[src/rtl/obf_pkg.sv]
// Shared types and constants for the key-locked FSM unlock controller.
package obf_pkg;

  typedef enum logic [2:0] {
    IDLE,
    CORE_RST,
    LOAD,
    PROBE,
    CHECK,
    UNLOCKED,
    LOCKOUT
  } state_t;

  localparam int KEY_W_DEF = 5;

  // Key accepted by the group's locked core; benches use it as the correct key.
  localparam logic [KEY_W_DEF-1:0] GROUP_KEY = 5'b10001;

endpackage

[src/rtl/obf_shift_tx.sv]
// Load/shift-out register, MSB first, with a bit counter flagging the last bit.
module obf_shift_tx #(
  parameter int W = 5
) (
  input  logic         clk,
  input  logic         rst_n,
  input  logic         load,
  input  logic         shift,
  input  logic [W-1:0] din,
  output logic         bit_out,
  output logic         last
);

  localparam int CW = $clog2(W + 1);

  logic [W-1:0]  sr;
  logic [CW-1:0] cnt;

  always_ff @(posedge clk or negedge rst_n) begin
    if (!rst_n) begin
      sr  <= '0;
      cnt <= '0;
    end else if (load) begin
      sr  <= din;
      cnt <= '0;
    end else if (shift) begin
      sr  <= sr << 1;
      cnt <= cnt + 1'b1;
    end
  end

  assign bit_out = sr[W-1];
  // High while the bit currently on bit_out is the final one of the word.
  assign last    = (cnt == CW'(W - 1));

endmodule

[src/rtl/obf_unlock_ctrl.sv]
// Unlock controller: resets the locked core, shifts in the key, probes and
// checks the core response, then forwards user traffic or counts the failure.
module obf_unlock_ctrl
  import obf_pkg::*;
#(
  parameter int               KEY_W      = KEY_W_DEF,
  parameter int               RST_CYCLES = 2,
  parameter int               PROBE_W    = 3,
  parameter logic [PROBE_W-1:0] PROBE_SEQ = 3'b111,
  parameter logic             PROBE_EXP  = 1'b1,
  parameter logic             CHECK_PAD  = 1'b0,
  parameter int               MAX_TRIES  = 3
) (
  input  logic                           clk,
  input  logic                           rst_n,
  input  logic                           start,
  input  logic [KEY_W-1:0]               key_in,
  input  logic                           relock,
  input  logic                           user_x,
  input  logic                           core_out,
  output logic                           fsm_x,
  output logic                           core_rst_n,
  output logic                           busy,
  output logic                           unlocked,
  output logic                           fail_pulse,
  output logic                           locked_out,
  output logic [$clog2(MAX_TRIES+1)-1:0] fail_cnt
);

  localparam int FW = $clog2(MAX_TRIES + 1);
  localparam int RW = $clog2(RST_CYCLES + 1);

  state_t        state, state_nxt;
  logic [RW-1:0] rst_cnt;
  logic          relock_flag;
  logic          accept;
  logic          chk_fail;
  logic [FW-1:0] fail_inc;
  logic          key_bit, key_last;
  logic          pr_bit, pr_last;
  logic          crst_dec;

  assign accept   = (state == IDLE) && start;
  assign chk_fail = (state == CHECK) && (core_out != PROBE_EXP);
  assign fail_inc = fail_cnt + 1'b1;

  obf_shift_tx #(.W(KEY_W)) u_key (
    .clk     (clk),
    .rst_n   (rst_n),
    .load    (accept),
    .shift   (state == LOAD),
    .din     (key_in),
    .bit_out (key_bit),
    .last    (key_last)
  );

  obf_shift_tx #(.W(PROBE_W)) u_probe (
    .clk     (clk),
    .rst_n   (rst_n),
    .load    (accept),
    .shift   (state == PROBE),
    .din     (PROBE_SEQ),
    .bit_out (pr_bit),
    .last    (pr_last)
  );

  always_ff @(posedge clk or negedge rst_n) begin
    if (!rst_n) begin
      state       <= IDLE;
      rst_cnt     <= '0;
      relock_flag <= 1'b0;
      fail_pulse  <= 1'b0;
      fail_cnt    <= '0;
    end else begin
      state      <= state_nxt;
      rst_cnt    <= (state == CORE_RST) ? rst_cnt + 1'b1 : '0;
      fail_pulse <= chk_fail;
      // The relock flag steers the CORE_RST exit back to IDLE instead of LOAD.
      if (state == UNLOCKED && relock)
        relock_flag <= 1'b1;
      else if (state == CORE_RST && state_nxt != CORE_RST)
        relock_flag <= 1'b0;
      if (chk_fail && fail_cnt != FW'(MAX_TRIES))
        fail_cnt <= fail_inc;
    end
  end

  always_comb begin
    state_nxt  = state;
    fsm_x      = 1'b0;
    crst_dec   = 1'b1;
    busy       = 1'b0;
    unlocked   = 1'b0;
    locked_out = 1'b0;
    case (state)
      IDLE: begin
        if (start) state_nxt = CORE_RST;
      end
      CORE_RST: begin
        crst_dec = 1'b0;
        busy     = 1'b1;
        if (rst_cnt == RW'(RST_CYCLES - 1))
          state_nxt = relock_flag ? IDLE : LOAD;
      end
      LOAD: begin
        busy  = 1'b1;
        fsm_x = key_bit;
        if (key_last) state_nxt = PROBE;
      end
      PROBE: begin
        busy  = 1'b1;
        fsm_x = pr_bit;
        if (pr_last) state_nxt = CHECK;
      end
      CHECK: begin
        busy  = 1'b1;
        fsm_x = CHECK_PAD;
        if (core_out == PROBE_EXP)
          state_nxt = UNLOCKED;
        else if (fail_inc == FW'(MAX_TRIES))
          state_nxt = LOCKOUT;
        else
          state_nxt = IDLE;
      end
      UNLOCKED: begin
        unlocked = 1'b1;
        fsm_x    = user_x;
        if (relock) state_nxt = CORE_RST;
      end
      LOCKOUT: begin
        crst_dec   = 1'b0;
        locked_out = 1'b1;
      end
      default: state_nxt = IDLE;
    endcase
  end

  // Keep the core in reset for as long as the controller itself is in reset.
  assign core_rst_n = rst_n & crst_dec;

endmodule

[config.mk]
export PLATFORM = sky130hd
export DESIGN_NAME = obf_unlock_ctrl
export DESIGN_NICKNAME = d
export VERILOG_FILES = /design/src/rtl/obf_pkg.sv /design/src/rtl/obf_shift_tx.sv /design/src/rtl/obf_unlock_ctrl.sv
export SDC_FILE = /design/constraint.sdc
export NUM_CORES = 1
export LEC_CHECK = 0
export CORE_ASPECT_RATIO = 1.5
export CORE_MARGIN = 2
export CORE_UTILIZATION = 55
export CTS_CLUSTER_SIZE = 20
export DETAILED_ROUTE_END_ITERATION = 12
export DONT_BUFFER_PORTS = 1
export PLACE_DENSITY = 0.73
export SYNTH_ARGS = -nofsm -noshare
export SYNTH_HDL_FRONTEND = slang
export SYNTH_HIERARCHICAL = 1
export SYNTH_SLANG_ARGS = --single-unit
export TNS_END_PERCENT = 30
[constraint.sdc]
create_clock -name clk -period 2.2 [get_ports clk]
set_clock_uncertainty 0.1 [all_clocks]
set_input_delay 0.33 -clock clk [delete_from_list [all_inputs] [get_ports clk]]
set_output_delay 0.33 -clock clk [all_outputs]
set_load 0.05 [all_outputs]
==> out/summary.txt, run 1 <==
Worst-skew pair later-pin latency = 0.30 ns
Yosys warning total = 6
Area of the multi-input gates = 614 um^2
IO Pins = 19
Fmax = 497 MHz
FF+latch area = 554 um^2
Status = finished clean
ANT cells = 0
GPL Wtd Cong = 0.789
CTS buffer count = 3
Cells after DPL = 145
Yosys cell types = 34
Post-layout nets = 146
DIE HEIGHT = 62.2 um
Initial antenna violation count = 0
Core area = 2180 um^2
Switch share = 0.425
Combinational share of power = 0.497
Total number of vias = 841
P_sw = 0.000763 W
Final Hold Viols = 0
RSZ-0062 raised after global routing = no
Layout cells sized above 1 = 0.157
Filler cells = 199
Layout Utilization = 0.610
Largest net degree at the start of global routing = 23
Avg Inst Size Synth = 10.3 um^2
PwrDens = 1350 nW/um^2
CP Class = flop to output port
Area Overhead vs Synth = 7.04%
Hold Crit Class = input pin to flop
FP Rows = 21
First-pass GRT wire length = 3660 um
Worst-path clk slew = 0.11 ns
Cells along the critical path = nor2b_1, and2_1
Worst hold margin = 0.0541 ns
Setup Fix Bufs, Post-CTS = 0
Ys async rst share = 1.00
Worst-Margin Slew = 0.988 ns
Final Non-Filler Cells = 150
Crit path DAT = 1.58 ns
CP Max Fanout = 14
Synth Instances = 121
Top post-synthesis cells by count = dfrtp_1, nand2_1, inv_1, mux2i_1, o21ai_1
Post-route ant nets = 0
Post-synth top area cell = dfrtp_1
DR WL met3 = 76 um
Die area = 2670 um^2
Count leader, synth = dfrtp_1
Final wirelength = 2090 um
# clock sinks = 22
CTS tree = yes
Tcrit/Tclk final = 0.915
Lkg Pwr = 0.590 nW
# DRC = 0
Number of synthesized flops with an enable pin = 0
Met1 Routed Length = 872 um
FF-to-FF End = state[2]
Slowest stage delay, CP = 0.55 ns
Htree depth = 1
Synth Flop Type = dfrtp_1
Starting DRT DRC Count = 15
Internal power = 0.00103 W
Fin. max-slew vios = 0
Worst setup path endpoint = unlocked
Flop2flop setup slack = 0.59 ns
I/O Buffers = 0
Initial core utilization = 0.570
Vias per inst = 5.61
Final min period = 2.01 ns
Met2 WL = 1110 um
HPWL after detailed placement = 1500 um
CTS max path bufs = 2
Post-synthesis register bit count = 22
Max_slew headroom = 0.339
Slowest cell on crit path = dfrtp_2
Peak supply drop = 0.664 mV
Overall Power = 0.00180 W
TritonRoute pass-1 iters = 4
Vias in the first global route = 849
Sequential share of power = 0.406
Gr ovfl total = 0
Top routing layer used = met4
Final setup fails = 0
Seq/Total Area, Yosys = 0.443
Worst r2r src = fail_cnt[1]
WL per Instance = 13.9 um
Crit path from = state[0]
Root buffer cell = clkbuf_4
Top-area cell type share of the netlist area = 0.443
# Max-Cap Violations = 0
Clock power share = 0.097
R2R depth = 3
Crit path capture type = output port
Largest cells by area after synthesis = dfrtp_1, mux2i_1, ha_1
Die width = 42.8 um
Global Route Usage Sum = 0.175
WP data required = 1.77 ns
Post-Syn Area = 1240 um^2
CP Launch Type = flop
==> worst min-delay path by stage <==
stage	from	to	slack, ns	cells after the start
floorplan	rst_n	fail_cnt[0]	-0.07	0
global placement	rst_n	fail_pulse	-0.07	0
global route	key_in[1]	u_key/sr[1]	0.05	2
detailed placement	rst_n	fail_pulse	-0.07	0
finish	key_in[4]	u_key/sr[4]	0.05	2
CTS	key_in[4]	u_key/sr[4]	0.04	2
==> logic make-up after synthesis <==
logic type                 synth area share
and+or+nand+nor                       0.186
AOI/OAI and AO/OA                     0.124
DFF                                   0.443
buffers and inverters                0.0744
muxes                                0.0815
adders and majority gates            0.0604
xor gates and xnor gates             0.0282
other                               0.00302
==> power by group through the flow <==
stage | sequential (W) | combinational (W) | clock, W
after floorplan | 0.000636 | 0.000849 | 0
after global placement | 0.000725 | 0.000858 | 0
final | 0.000730 | 0.000892 | 0.000175
after global routing | 0.000759 | 0.000995 | 0.000196
after CTS | 0.000726 | 0.000902 | 0.000188
after detailed placement | 0.000737 | 0.000885 | 0
==> metal layers <==
layer	up-vias	GRT usage
li1	419	-
met1	399	0.215
met2	19	0.309
met3	4	0.0174
met4	0	0.0625
met5	-	0
==> stage by stage <==
stage	TNS (ns)	worst slack, ns	instance area, um^2
after global placement	0	0.445	1280
after CTS	0	0.0274	1330
after floorplan	-0.0488	-0.0488	1260
after detailed placement	0	0.367	1280
final	0	0.187	1330
after global routing	0	0.0489	1330
==> state kept, by name (all words and copies together) (netlist names) <==
name and count:
state 3, rst_cnt 2, u_probe/sr 3, fail_cnt 2, relock_flag 1, fail_pulse 1
u_key/sr 5, u_key/cnt 3, u_probe/cnt 2
==> placed cells by master (no fill, tap or decap), drive strengths merged <==
cell type,n
a31oi,2
nor2,6
o311ai,1
xnor2,4
a22oi,1
dfrtp,22
ha,6
nor4b,2
mux2,1
buf,6
nand2,11
nand2b,6
and2b,1
nor2b,3
a21bo,1
mux2i,9
a2bb2oi,1
o22ai,2
inv,9
a21oi,5
nor3b,2
nand3b,2
nor3,2
o221a,1
dlygate4sd3,2
conb,3
clkbuf,3
and2,3
o21ai,10
==> cell type report <==
class                      instances  share of cell area
sequential                        22               0.416
tap                               23              0.0216
multi-input combinational         85               0.461
inverter                           9              0.0254
timing repair buffer               8              0.0583
clock buffer                       3              0.0169
==> worst max-delay path, delay by kind of cell, from the launching register on <==
kind,cells,cell delay [ns]
and+or+nand+nor,2,0.74
DFF,1,0.55
==> repair_timing <==
item	CTS	global route
resized for setup	0	3
setup endpoints to repair	0	2
hold buffers	2	0
hold endpoints to repair	23	0
(Power assumes the default switching activity.)
==> inputs of run 2 (changes only) <==
--- a/config.mk
+++ b/config.mk
@@ -12,6 +12,7 @@
 export DETAILED_ROUTE_END_ITERATION = 12
 export DONT_BUFFER_PORTS = 1
 export PLACE_DENSITY = 0.73
+export SETUP_SLACK_MARGIN = 0.3
 export SYNTH_ARGS = -nofsm -noshare
 export SYNTH_HDL_FRONTEND = slang
 export SYNTH_HIERARCHICAL = 1
==> out/summary.txt, run 2 (same netlist as run 1, synthesis figures left out) <==
Final wirelength = 2430 um
Lkg Pwr = 0.659 nW
ANT cells = 0
Fmax = 524 MHz
CP Launch Type = flop
Die width = 42.8 um
CTS tree = yes
RSZ-0062 raised after global routing = yes
FP Rows = 21
Flop2flop setup slack = 0.56 ns
Hold Crit Endpoint = u_key/sr[1]
Post-layout nets = 157
Met1 Routed Length = 949 um
Crit path DAT = 1.48 ns
Peak supply drop = 0.762 mV
Commonest cells after routing, fill and taps aside = dfrtp_1, buf_4, nand2_1, inv_1, mux2i_1
Initial antenna violation count = 0
Worst-path clk slew = 0.12 ns
# Max-Cap Violations = 0
Status = finished clean
Layout Utilization = 0.660
Crit path capture type = output port
CTS max path bufs = 2
Most flops, register = u_key/sr
Internal power = 0.00116 W
Largest net degree at the start of global routing = 23
P_sw = 0.000832 W
Met2 WL = 1370 um
Final Hold Viols = 0
IO Pins = 19
CP Class = flop to output port
Die area = 2670 um^2
Commonest non-fill, non-tap cell in the layout = dfrtp_1
Post-route ant nets = 0
Gr ovfl total = 0
First-pass GRT wire length = 3660 um
FF+latch area = 557 um^2
Clock power share = 0.089
CP Max Fanout = 14
Layout cells sized above 1 = 0.254
Global Route Usage Sum = 0.175
Max_slew headroom = 0.324
Worst r2r src = fail_cnt[1]
DR WL met3 = 84 um
Area of the multi-input gates = 638 um^2
Worst-Margin Slew = 1.01 ns
Top routing layer used = met4
Final WS setup = 0.293 ns
Fin. max-slew vios = 0
GPL Wtd Cong = 0.789
Vias per inst = 5.68
WL per Instance = 15.1 um
Initial core utilization = 0.570
Tcrit/Tclk final = 0.867
Sequential share of power = 0.353
Switch share = 0.418
Hold Path Cell Cnt = 2
WP data required = 1.77 ns
Final Non-Filler Cells = 161
PwrDens = 1380 nW/um^2
CTS buffer count = 3
Dpl ws = 0.367 ns
I/O Buffers = 0
R2R depth = 3
Max FFs per register = 5
Vias in the first global route = 849
HPWL after detailed placement = 1500 um
Combinational share of power = 0.558
# DRC = 0
DIE HEIGHT = 62.2 um
Root buffer cell = clkbuf_4
Hold path start = key_in[1]
Area Overhead vs Synth = 15.8%
TritonRoute pass-1 iters = 4
Cells after DPL = 145
Starting DRT DRC Count = 18
FF-to-FF End = state[2]
Total number of vias = 914
Core area = 2180 um^2
Hold Crit Class = input pin to flop
Htree depth = 1
# clock sinks = 22
Filler cells = 189
Worst-skew pair later-pin latency = 0.30 ns
Final min period = 1.91 ns
Final setup fails = 0
[run 2: area by class of cell]
cell class / instances / area share
clock buffer: 3 / 0.0156
sequential: 22 / 0.387
timing repair buffer: 19 / 0.111
tap: 23 / 0.0200
inverter: 9 / 0.0235
multi-input combinational: 85 / 0.443
[run 2: layer usage]
layer | vias to the layer above | track usage
met5 | - | 0
met4 | 0 | 0.0625
met3 | 4 | 0.0174
met2 | 26 | 0.309
met1 | 440 | 0.215
li1 | 444 | -
[run 2: worst max-delay path by stage]
stage | slack (ns) | cells after the start | start | endpoint
global placement | 0.44 | 4 | state[1] | fsm_x
CTS | 0.18 | 4 | state[1] | fsm_x
detailed placement | 0.37 | 2 | state[0] | unlocked
floorplan | -0.05 | 3 | state[1] | fsm_x
global route | 0.22 | 4 | state[2] | fsm_x
finish | 0.29 | 2 | state[0] | unlocked
[run 2: repair_timing]
action | 4_1_cts | 5_1_grt
buffers inserted | 0 | 11
endpoints found under the hold margin | 23 | 0
endpoints found under the setup margin | 5 | 3
pin swaps | 0 | 1
hold buffers | 2 | 0
resized for setup | 4 | 5
[run 2: stage by stage]
step / power, W / TNS, ns / hold slack, ns / instance area (um^2)
after floorplan: 0.00149 / -0.0488 / -0.0656 / 1260
after global placement: 0.00158 / 0 / -0.0651 / 1280
after detailed placement: 0.00162 / 0 / -0.0651 / 1280
after CTS: 0.00182 / 0 / 0.0432 / 1330
after global routing: 0.00214 / 0 / 0.0441 / 1440
final: 0.00199 / 0 / 0.0529 / 1440
[run 2: power by group through the flow]
| stage | registers [W] | logic [W] | clock network, W |
|---|---|---|---|
| 6_report | 0.000703 | 0.00111 | 0.000177 |
| 5_1_grt | 0.000722 | 0.00122 | 0.000197 |
| 4_1_cts | 0.000732 | 0.000902 | 0.000188 |
| 3_5_place_dp | 0.000737 | 0.000885 | 0 |
| 3_3_place_gp | 0.000725 | 0.000858 | 0 |
| 2_1_floorplan | 0.000636 | 0.000849 | 0 |
[run 2: worst max-delay path: stages (launching register included)]
cell,delay (ns)
dfrtp_2,0.53
nor2b_1,0.29
and2_2,0.36
==> inputs of run 3 (changes only) <==
--- a/config.mk
+++ b/config.mk
@@ -11,10 +11,10 @@
 export CTS_CLUSTER_SIZE = 20
 export DETAILED_ROUTE_END_ITERATION = 12
 export DONT_BUFFER_PORTS = 1
+export GPL_ROUTABILITY_DRIVEN = 0
 export PLACE_DENSITY = 0.73
 export SETUP_SLACK_MARGIN = 0.3
 export SYNTH_ARGS = -nofsm -noshare
 export SYNTH_HDL_FRONTEND = slang
-export SYNTH_HIERARCHICAL = 1
 export SYNTH_SLANG_ARGS = --single-unit
 export TNS_END_PERCENT = 30
==> out/summary.txt, run 3 <==
Status = finished, violations left
Failing checks = negative hold slack
Syn_nets = 138
Synth Flop Type = dfrtp_1
Fin. max-slew vios = 0
Post-Synth XOR/XNOR Area = 0.0286
Commonest non-fill, non-tap cell in the layout = dfrtp_1
Layout cells sized above 1 = 0.235
Worst hold margin = -0.412 ns
# Max-Cap Violations = 0
Starting DRT DRC Count = 19
Commonest cells after routing, fill and taps aside = dfrtp_1, nand2_1, nor2_1, buf_4, inv_1
Fin area = 1430 um^2
# DRC = 0
Die area = 2630 um^2
# clock sinks = 22
Final min period = 1.99 ns
First-pass GRT wire length = 4140 um
Worst-Margin Slew = 0.523 ns
Cells after DPL = 146
Root buffer cell = clkbuf_4
CTS tree = yes
Hold Crit Class = input pin to asynchronous set/reset pin
Multiplexer share of the synthesized area = 0.0164
Tcrit/Tclk final = 0.903
Max_slew headroom = 0.651
Final TNS setup = 0 ns
Compound-Gate Fraction of Synth Area = 0.148
CP Max Fanout = 5
CTS max path bufs = 2
Vias in the first global route = 987
Worst-skew pair later-pin latency = 0.31 ns
Post-synthesis register bit count = 22
WP data required = 1.77 ns
Top post-synthesis cells by count = dfrtp_1, nand2_1, nor2_1, inv_1
CTS Hold Bufs = 1
CP Class = flop to output port
Cell area after placement = 1290 um^2
Gr ovfl total = 0
RSZ-0062 raised after global routing = yes
Crit path DAT = 1.56 ns
Worst-path clk slew = 0.12 ns
Most flops, register = u_key.sr
Cell family with most CP delay = simple AND/OR/NAND/NOR gates
Initial antenna violation count = 0
Final WS setup = 0.214 ns
HPWL after detailed placement = 1720 um
Core area = 2080 um^2
Final Non-Filler Cells = 158
WL per Instance = 16.1 um
Synth Instances = 121
Post-Syn Area = 1220 um^2
CP Launch Type = flop
Final setup fails = 0
Final Hold Viols = 22
Max FFs per register = 5
Largest family of logic cells by synthesized area = simple AND/OR/NAND/NOR gates
Peak supply drop = 1.16 mV
Dpl ws = 0.337 ns
WP buf/inv = 1
Slowest stage delay, CP = 0.45 ns
CTS buffer count = 3
Final wirelength = 2540 um
Largest cells by area after synthesis = dfrtp_1, ha_1, nand2_1
Total number of vias = 936
Number of synthesized flops with an enable pin = 0
Crit path from = state[2]
IO Pins = 19
ANT cells = 0
Area Overhead vs Synth = 16.6%
Lkg Pwr = 0.671 nW
Fmax = 504 MHz
Largest net degree at the start of global routing = 24
Fraction of the mapped netlist area in adder cells = 0.0613
Top-area cell type share of the netlist area = 0.450
Worst r2r src = state[1]
Count leader, synth = dfrtp_1
FP Rows = 20
Cells along the critical path = or3b_4, and3b_2, buf_12
PwrDens = 1480 nW/um^2
Yosys warning total = 0
Post-layout nets = 154
Avg Inst Size Synth = 10.1 um^2
Post-synth top area cell = dfrtp_1
Htree depth = 1
Vias per inst = 5.92
TritonRoute pass-1 iters = 4
Ys async rst share = 1.00
DIE HEIGHT = 61.8 um
Seq/Total Area, Yosys = 0.450
Post-route ant nets = 0
Fraction of the mapped netlist area in simple logic gates = 0.230
Slowest cell on crit path = dfrtp_1
I/O Buffers = 0
Global Route Usage Sum = 0.214
Die width = 42.5 um
Yosys cell types = 38
Crit path capture type = output port
Overall Power = 0.00211 W
Initial core utilization = 0.589
==> run 3: layout make-up <==
class | count | area [um^2]
clock buffer | 4 | 36.3
fill | 161 | 651
inverter | 7 | 26.3
multi-input combinational | 86 | 629
sequential | 22 | 553
tap | 22 | 27.5
timing repair buffer | 17 | 154
==> run 3: path summary, 6_finish.rpt <==
| path | endpoint | slack, ns | cells past startpoint |
|---|---|---|---|
| worst max-delay path | core_rst_n | 0.21 | 3 |
| worst min-delay path | u_probe.sr[2] | -0.41 | 0 |
| worst max register to register | relock_flag | 0.38 | 6 |
| worst min register to register | rst_cnt[0] | 0.34 | 1 |
| max in group asynchronous | state[0] | 2.33 | 0 |
| min in group clk | u_key.sr[0] | 0.04 | 1 |
==> run 3: where the power goes <==
part	leakage [nW]	total [W]	switching, W	internal, W
Clock	0.0210	0.000227	0.000126	0.000101
Sequential	0.266	0.000677	0.000121	0.000555
Combinational	0.383	0.00121	0.000668	0.000538
Total	0.671	0.00211	0.000915	0.00119
==> run 3: logic make-up after synthesis <==
family | Yosys count
DFF | 22
AOI/OAI and AO/OA | 26
xor gates and xnor gates | 4
buffers and inverters | 13
and+or+nand+nor | 48
adders and majority gates | 6
muxes | 2
==> run 3: stage by stage <==
stage,hold WS [ns],util
detailed placement,-0.0651,0.622
global route,-0.426,0.687
global placement,-0.0651,0.622
CTS,-0.421,0.678
floorplan,-0.0656,-
finish,-0.412,0.687
==> run 3: layer usage <==
layer / track usage / wire length, um
met4: 0.121 / 78
met5: 0 / 0
met1: 0.223 / 998
met3: 0.0636 / 128
met2: 0.387 / 1330
==> run 3: timing repair <==
action / 4_1_cts / 5_1_grt
resized for setup: 7 / 4
setup endpoints to repair: 4 / 4
buffers inserted: 7 / 0
pin swaps: 3 / 0
hold endpoints to repair: 23 / 22
